**src/rtl/paint_pkg.sv**
```systemverilog
// Shared constants and FSM state encoding for the paint-path command stages.
package paint_pkg;

    localparam int COORD_W  = 8;
    localparam int X_MAX    = 159;
    localparam int Y_MAX    = 119;
    localparam int COLOUR_W = 3;

    localparam logic [COLOUR_W-1:0] CLEAR_COLOUR = 3'b000;

    typedef enum logic [2:0] {
        IDLE  = 3'd0,
        HAVE1 = 3'd1,
        ARM   = 3'd2,
        DRAW  = 3'd3,
        REL   = 3'd4
    } state_e;

endpackage

```
**src/rtl/btn_edge.sv**
```systemverilog
// Registers a synchronised button level and emits a one-cycle pulse on its rising edge.
module btn_edge (
    input  logic clk,
    input  logic resetn,
    input  logic btn_in,
    output logic pulse
);

    logic btn_q;
    logic btn_d;

    assign btn_d = btn_in;

    // NOTE: sequential state uses <= so every flop samples pre-edge values; = here would chain flops into wires.
    always_ff @(posedge clk) begin
        if (!resetn) begin
            // Reset as "already pressed" so a button held through reset release is not a click.
            btn_q <= 1'b1;
        end else begin
            btn_q <= btn_d;
        end
    end

    assign pulse = btn_in & ~btn_q;

endmodule

```
**src/rtl/rect_cmd_ctrl.sv**
```systemverilog
// Two-click rectangle command capture plus start/done handshake with the rectangle generator.
// Optional full-screen clear command is built when RECT_CLEAR_EN is defined.
module rect_cmd_ctrl #(
    parameter int COORD_W = paint_pkg::COORD_W,
    parameter int X_MAX   = paint_pkg::X_MAX,
    parameter int Y_MAX   = paint_pkg::Y_MAX
) (
    input  logic                          clk,
    input  logic                          resetn,
    input  logic [COORD_W-1:0]            cur_x,
    input  logic [COORD_W-1:0]            cur_y,
    input  logic                          btn,
    input  logic                          cancel,
    input  logic [paint_pkg::COLOUR_W-1:0] colour_in,
    input  logic                          draw_done,
`ifdef RECT_CLEAR_EN
    input  logic                          clear_req,
`endif
    output logic [COORD_W-1:0]            x1,
    output logic [COORD_W-1:0]            y1,
    output logic [COORD_W-1:0]            x2,
    output logic [COORD_W-1:0]            y2,
    output logic                          start_draw,
    output logic [paint_pkg::COLOUR_W-1:0] colour_out,
    output logic                          pending,
    output logic                          busy
);

    import paint_pkg::*;

    localparam logic [COORD_W-1:0] X_LIM = COORD_W'(X_MAX);
    localparam logic [COORD_W-1:0] Y_LIM = COORD_W'(Y_MAX);

    state_e                state_q, state_d;
    logic [COORD_W-1:0]    x1_q, x1_d, y1_q, y1_d;
    logic [COORD_W-1:0]    x2_q, x2_d, y2_q, y2_d;
    logic [COLOUR_W-1:0]   colour_q, colour_d;
    logic                  start_q, start_d;
    logic                  pending_q, pending_d;
    logic                  busy_q, busy_d;

    logic                  click;
    logic [COORD_W-1:0]    cap_x, cap_y;

    btn_edge u_btn_edge (
        .clk    (clk),
        .resetn (resetn),
        .btn_in (btn),
        .pulse  (click)
    );

    assign cap_x = (cur_x > X_LIM) ? X_LIM : cur_x;
    assign cap_y = (cur_y > Y_LIM) ? Y_LIM : cur_y;

    always_comb begin
        // NOTE: every *_d gets a default first so no path through the case leaves one unassigned (no latches).
        state_d  = state_q;
        x1_d     = x1_q;
        y1_d     = y1_q;
        x2_d     = x2_q;
        y2_d     = y2_q;
        colour_d = colour_q;

`ifdef RECT_CLEAR_EN
        if (clear_req && (state_q == IDLE || state_q == HAVE1)) begin
            x1_d     = '0;
            y1_d     = '0;
            x2_d     = X_LIM;
            y2_d     = Y_LIM;
            colour_d = CLEAR_COLOUR;
            state_d  = ARM;
        end else
`endif
        begin
            unique case (state_q)
                IDLE: begin
                    if (click) begin
                        x1_d    = cap_x;
                        y1_d    = cap_y;
                        state_d = HAVE1;
                    end
                end
                HAVE1: begin
                    if (cancel) begin
                        state_d = IDLE;
                    end else if (click) begin
                        x2_d     = cap_x;
                        y2_d     = cap_y;
                        colour_d = colour_in;
                        state_d  = ARM;
                    end
                end
                // A repeat command can still see the previous Done here, so ARM never looks at it.
                ARM:     state_d = DRAW;
                DRAW:    if (draw_done) state_d = REL;
                REL:     state_d = IDLE;
                default: state_d = IDLE;
            endcase
        end

        // Status outputs are decoded from the next state so they register alongside it.
        pending_d = (state_d == HAVE1);
        start_d   = (state_d == ARM) || (state_d == DRAW);
        busy_d    = (state_d == ARM) || (state_d == DRAW) || (state_d == REL);
    end

    always_ff @(posedge clk) begin
        if (!resetn) begin
            state_q   <= IDLE;
            x1_q      <= '0;
            y1_q      <= '0;
            x2_q      <= '0;
            y2_q      <= '0;
            colour_q  <= '0;
            start_q   <= 1'b0;
            pending_q <= 1'b0;
            busy_q    <= 1'b0;
        end else begin
            state_q   <= state_d;
            x1_q      <= x1_d;
            y1_q      <= y1_d;
            x2_q      <= x2_d;
            y2_q      <= y2_d;
            colour_q  <= colour_d;
            start_q   <= start_d;
            pending_q <= pending_d;
            busy_q    <= busy_d;
        end
    end

    assign x1         = x1_q;
    assign y1         = y1_q;
    assign x2         = x2_q;
    assign y2         = y2_q;
    assign colour_out = colour_q;
    assign start_draw = start_q;
    assign pending    = pending_q;
    assign busy       = busy_q;

endmodule

```
**config.mk**
```make
export PLATFORM = sky130hd
export DESIGN_NAME = rect_cmd_ctrl
export DESIGN_NICKNAME = d
export VERILOG_FILES = /design/src/rtl/paint_pkg.sv /design/src/rtl/btn_edge.sv /design/src/rtl/rect_cmd_ctrl.sv
export SDC_FILE = /design/constraint.sdc
export NUM_CORES = 1
export LEC_CHECK = 0
export CAP_MARGIN = 20
export CORE_ASPECT_RATIO = 2
export CORE_MARGIN = 4
export CORE_UTILIZATION = 43
export DETAILED_ROUTE_END_ITERATION = 6
export GPL_ROUTABILITY_DRIVEN = 1
export GPL_TIMING_DRIVEN = 0
export MAX_ROUTING_LAYER = met4
export PLACE_DENSITY = 0.77
export REMOVE_ABC_BUFFERS = 1
export SLEW_MARGIN = 20
export SYNTH_ARGS = -nofsm -noshare
export SYNTH_HDL_FRONTEND = slang
export SYNTH_SLANG_ARGS = --single-unit
```
**constraint.sdc**
```tcl
create_clock -name clk -period 2 [get_ports clk]
set_input_delay 0.3 -clock clk [delete_from_list [all_inputs] [get_ports clk]]
set_output_delay 0.3 -clock clk [all_outputs]
set_load 0.01 [all_outputs]
```
==> reports/qor.json <==
{
  "initial_utilization": {"value": 0.448},
  "irDropWorstVdd": {"value": 0.836, "unit": "mV"},
  "critPathMaxFanout": {"value": 20},
  "cp.arrival": {"value": 2.13, "unit": "ns"},
  "hold_buffers_post_cts": {"value": 0},
  "cellPowerDensity": {"value": 727, "unit": "nW/um^2"},
  "clk_latency": {"value": 0.29, "unit": "ns"},
  "ff2ff_setup_slack": {"value": 0.20, "unit": "ns"},
  "antenna_cells": {"value": 0},
  "skew": {"value": 0.00605, "unit": "ns"},
  "die_width": {"value": 51.4, "unit": "um"},
  "dr.max_layer_used": {"value": "met4"},
  "swShare": {"value": 0.207},
  "cts_tree": {"value": "yes"},
  "detailedPlacementHpwl": {"value": 3.02, "unit": "mm"},
  "final_nets": {"value": 245},
  "timing.max_slew.rel_slack": {"value": 0.496},
  "clkSlewWorstSetupHoldPaths": {"value": 0.07, "unit": "ns"},
  "crit-reg2reg-launch": {"value": "state_q[1]$_SDFF_PN0_"},
  "synth-warning-count": {"value": 0},
  "layout.cells.most_common": {"value": "sky130_fd_sc_hd__clkdlybuf4s50_1"},
  "clock_tree.buffer_depth": {"value": 2},
  "worst-setup-path-type": {"value": "in -> reg"},
  "netlist_top_cells_area": {"value": "sky130_fd_sc_hd__dfxtp_1 (52%), sky130_fd_sc_hd__mux2i_1 (11%), sky130_fd_sc_hd__o211ai_1 (7.4%)"},
  "ys_seq_elements": {"value": 42},
  "yosysTopAreaCell": {"value": "sky130_fd_sc_hd__dfxtp_1"},
  "maxCapViolations": {"value": 0},
  "timing.fmax": {"value": 0.523, "unit": "GHz"},
  "grt_setup_unrepaired": {"value": "false"},
  "outcome": {"value": "complete, no violations"},
  "timing.critical_path.from": {"value": "btn"},
  "start_kind": {"value": "input pin"},
  "final_hold_viol_count": {"value": 0},
  "synthToLayoutAreaGrowth": {"value": 43.5, "unit": "%"},
  "critical_path.endpoint_type": {"value": "flip-flop"},
  "clock_tree.root_cell": {"value": "sky130_fd_sc_hd__clkbuf_8"},
  "grt_overflow": {"value": 0},
  "route.layer.met1.wl": {"value": 1.52, "unit": "mm"},
  "drtIter0Drc": {"value": 32},
  "hold_path.class": {"value": "reg -> reg"},
  "power.clock.fraction": {"value": 0.394},
  "cts-htree-levels": {"value": 2},
  "setup-violations-final": {"value": 0},
  "post_cts.repair.setup_buffers": {"value": 0},
  "grt_antenna_before_repair": {"value": 0},
  "detail_route.drc_violations": {"value": 0},
  "first_global_vias": {"value": 1386},
  "final_period_util": {"value": 0.956},
  "finalWirelength": {"value": 4.06, "unit": "mm"},
  "clkSinkCount": {"value": 42},
  "final.setup.tns": {"value": 0, "unit": "ns"},
  "power.combinational.fraction": {"value": 0.093},
  "leakagePower": {"value": 0.896, "unit": "nW"},
  "cts_inserted_buffers": {"value": 5},
  "antenna_left": {"value": 0},
  "first_pass_iters": {"value": 4},
  "design.portCount": {"value": 62},
  "critical_r2r_capture": {"value": "y1[4]$_SDFFE_PN0P_"},
  "grt_start_max_net_pins": {"value": 49},
  "met2_wirelength": {"value": 2.28, "unit": "mm"},
  "synth_cells": {"value": 166},
  "floorplan.rows": {"value": 31},
  "place.port_buffers": {"value": 61},
  "final_util": {"value": 0.643},
  "mappedNetlistArea": {"value": 1620, "unit": "um^2"},
  "timing.final.crit_period": {"value": 1.91, "unit": "ns"},
  "syn_area_per_cell": {"value": 9.74, "unit": "um^2"},
  "timing.critical_path.required": {"value": 2.22, "unit": "ns"},
  "globalplace.congestion": {"value": 0.704},
  "detail_route.wl_per_cell": {"value": 15.1, "unit": "um"},
  "die_area": {"value": 4860, "unit": "um^2"},
  "synth_top_cell_area_share": {"value": 0.520},
  "p_int": {"value": 1.34, "unit": "mW"},
  "number_of_different_library_cells_in_the_post_synthesis_netlist": {"value": 28},
  "global_route_wire_length_before_repair": {"value": 6.47, "unit": "mm"},
  "tightestPinTransition": {"value": 0.756, "unit": "ns"},
  "routed_via_density": {"value": 5.23},
  "layout-drive-gt1-share": {"value": 0.0588},
  "met3WireLength": {"value": 197, "unit": "um"},
  "layout_common_cells": {"value": "sky130_fd_sc_hd__clkdlybuf4s50_1 (60), sky130_fd_sc_hd__dfxtp_1 (41), sky130_fd_sc_hd__nand2_1 (22)"},
  "cp-endpoint": {"value": "y1[4]$_SDFFE_PN0P_"},
  "netSwitchingPower": {"value": 350, "unit": "uW"},
  "reg2reg_path_depth": {"value": 3},
  "synth-seq-area-share": {"value": 0.520},
  "floorplan.die.height": {"value": 94.7, "unit": "um"},
  "seqPwrFrac": {"value": 0.513},
  "report.final.slew_viol_count": {"value": 0},
  "core_area": {"value": 3610, "unit": "um^2"},
  "total_via_count_after_detailed_routing": {"value": 1411},
  "grt_usage": {"value": 0.181}
}
-- power groups by stage --
stage	clock network [mW]	registers [mW]	logic, mW
3_5_place_dp	0	0.885	0.157
6_report	0.664	0.866	0.157
2_1_floorplan	0	0.889	0.0468
4_1_cts	0.682	0.866	0.158
5_1_grt	0.714	0.868	0.169
3_3_place_gp	0	0.883	0.154
-- cell usage after synthesis (all sizes together) --
master and count:
or3 2, mux2i 18, a41o 1, o21a 2
or4b 1, o211ai 16, a21o 1, buf 5
nand2 22, dfxtp 42, nand3 2, nand2b 4
clkbuf 8, o21ai 19, nor2 11, nand4b 1
nand3b 2, and3 1, or2b 1, nor2b 1
or2 1, inv 1, a21oi 3, nor3b 1
-- metal layers --
metal  track usage  up-vias
li1              -      688
met1         0.180      672
met2         0.334       45
met3        0.0379        6
met4        0.0722        0
met5             -        -
-- layout make-up --
| cell class | count | area, um^2 |
|---|---|---|
| timing repair buffer | 61 | 606 |
| sequential | 42 | 842 |
| clock buffer | 6 | 82.6 |
| multi-input combinational | 110 | 694 |
| clock inverter | 1 | 30.0 |
| fill | 322 | 1290 |
| tap | 49 | 61.3 |
| inverter | 1 | 3.75 |
-- state kept, by name (all words and copies together), names as in the netlist --
signal,flops
busy,1
colour_out,3
pending,1
start_draw,1
state_q,3
u_btn_edge.btn_q,1
x1,8
x2,8
y1,8
y2,8
-- worst max-delay path, cell delays in order --
cell                              delay (ns)
sky130_fd_sc_hd__clkdlybuf4s50_1        0.52
sky130_fd_sc_hd__or4b_4                 0.61
sky130_fd_sc_hd__nor2_2                 0.45
sky130_fd_sc_hd__mux2i_1                0.25
-- cell families (layout without fill, tap and decap cells) --
family                 Yosys count  count (layout)  share of synthesized area
AO/OA/AOI/OAI                   42              42                      0.165
buffers and inverters           14              69                     0.0519
flip-flops                      42              42                      0.520
multiplexers                    18              18                      0.111
AND/OR/NAND/NOR                 50              50                      0.152
-- timing repair --
item	in CTS	in global routing
cloned	0	0
setup endpoints to repair	12	4
gates resized for setup	2	1
-- stage by stage --
| stage | instance area [um^2] | power (mW) | std cells | hold WS [ns] | setup WS, ns |
|---|---|---|---|---|---|
| final | 2320 | 1.69 | 270 | 0.428 | 0.0889 |
| after global routing | 2320 | 1.75 | 270 | 0.448 | 0.0127 |
| after CTS | 2320 | 1.71 | 270 | 0.430 | 0.0799 |
| after detailed placement | 2200 | 1.04 | 263 | 0.419 | -0.390 |
| after global placement | 2210 | 1.04 | 263 | 0.418 | -0.872 |
| after floorplan | 1540 | 0.936 | 153 | 0.373 | 0.230 |
-- worst min-delay path by stage --
stage                  startpoint  depth (start not counted)  slack (ns)                           to
6_report       y1[7]$_SDFFE_PN0P_                          2        0.43           y1[7]$_SDFFE_PN0P_
5_1_grt        y1[7]$_SDFFE_PN0P_                          2        0.45           y1[7]$_SDFFE_PN0P_
4_1_cts        y1[7]$_SDFFE_PN0P_                          2        0.43           y1[7]$_SDFFE_PN0P_
3_5_place_dp   y1[7]$_SDFFE_PN0P_                          2        0.42           y1[7]$_SDFFE_PN0P_
3_3_place_gp   y1[7]$_SDFFE_PN0P_                          2        0.42           y1[7]$_SDFFE_PN0P_
2_1_floorplan              resetn                          1        0.37  u_btn_edge.btn_q$_SDFF_PN1_
Power figures use the tool's default switching activity.
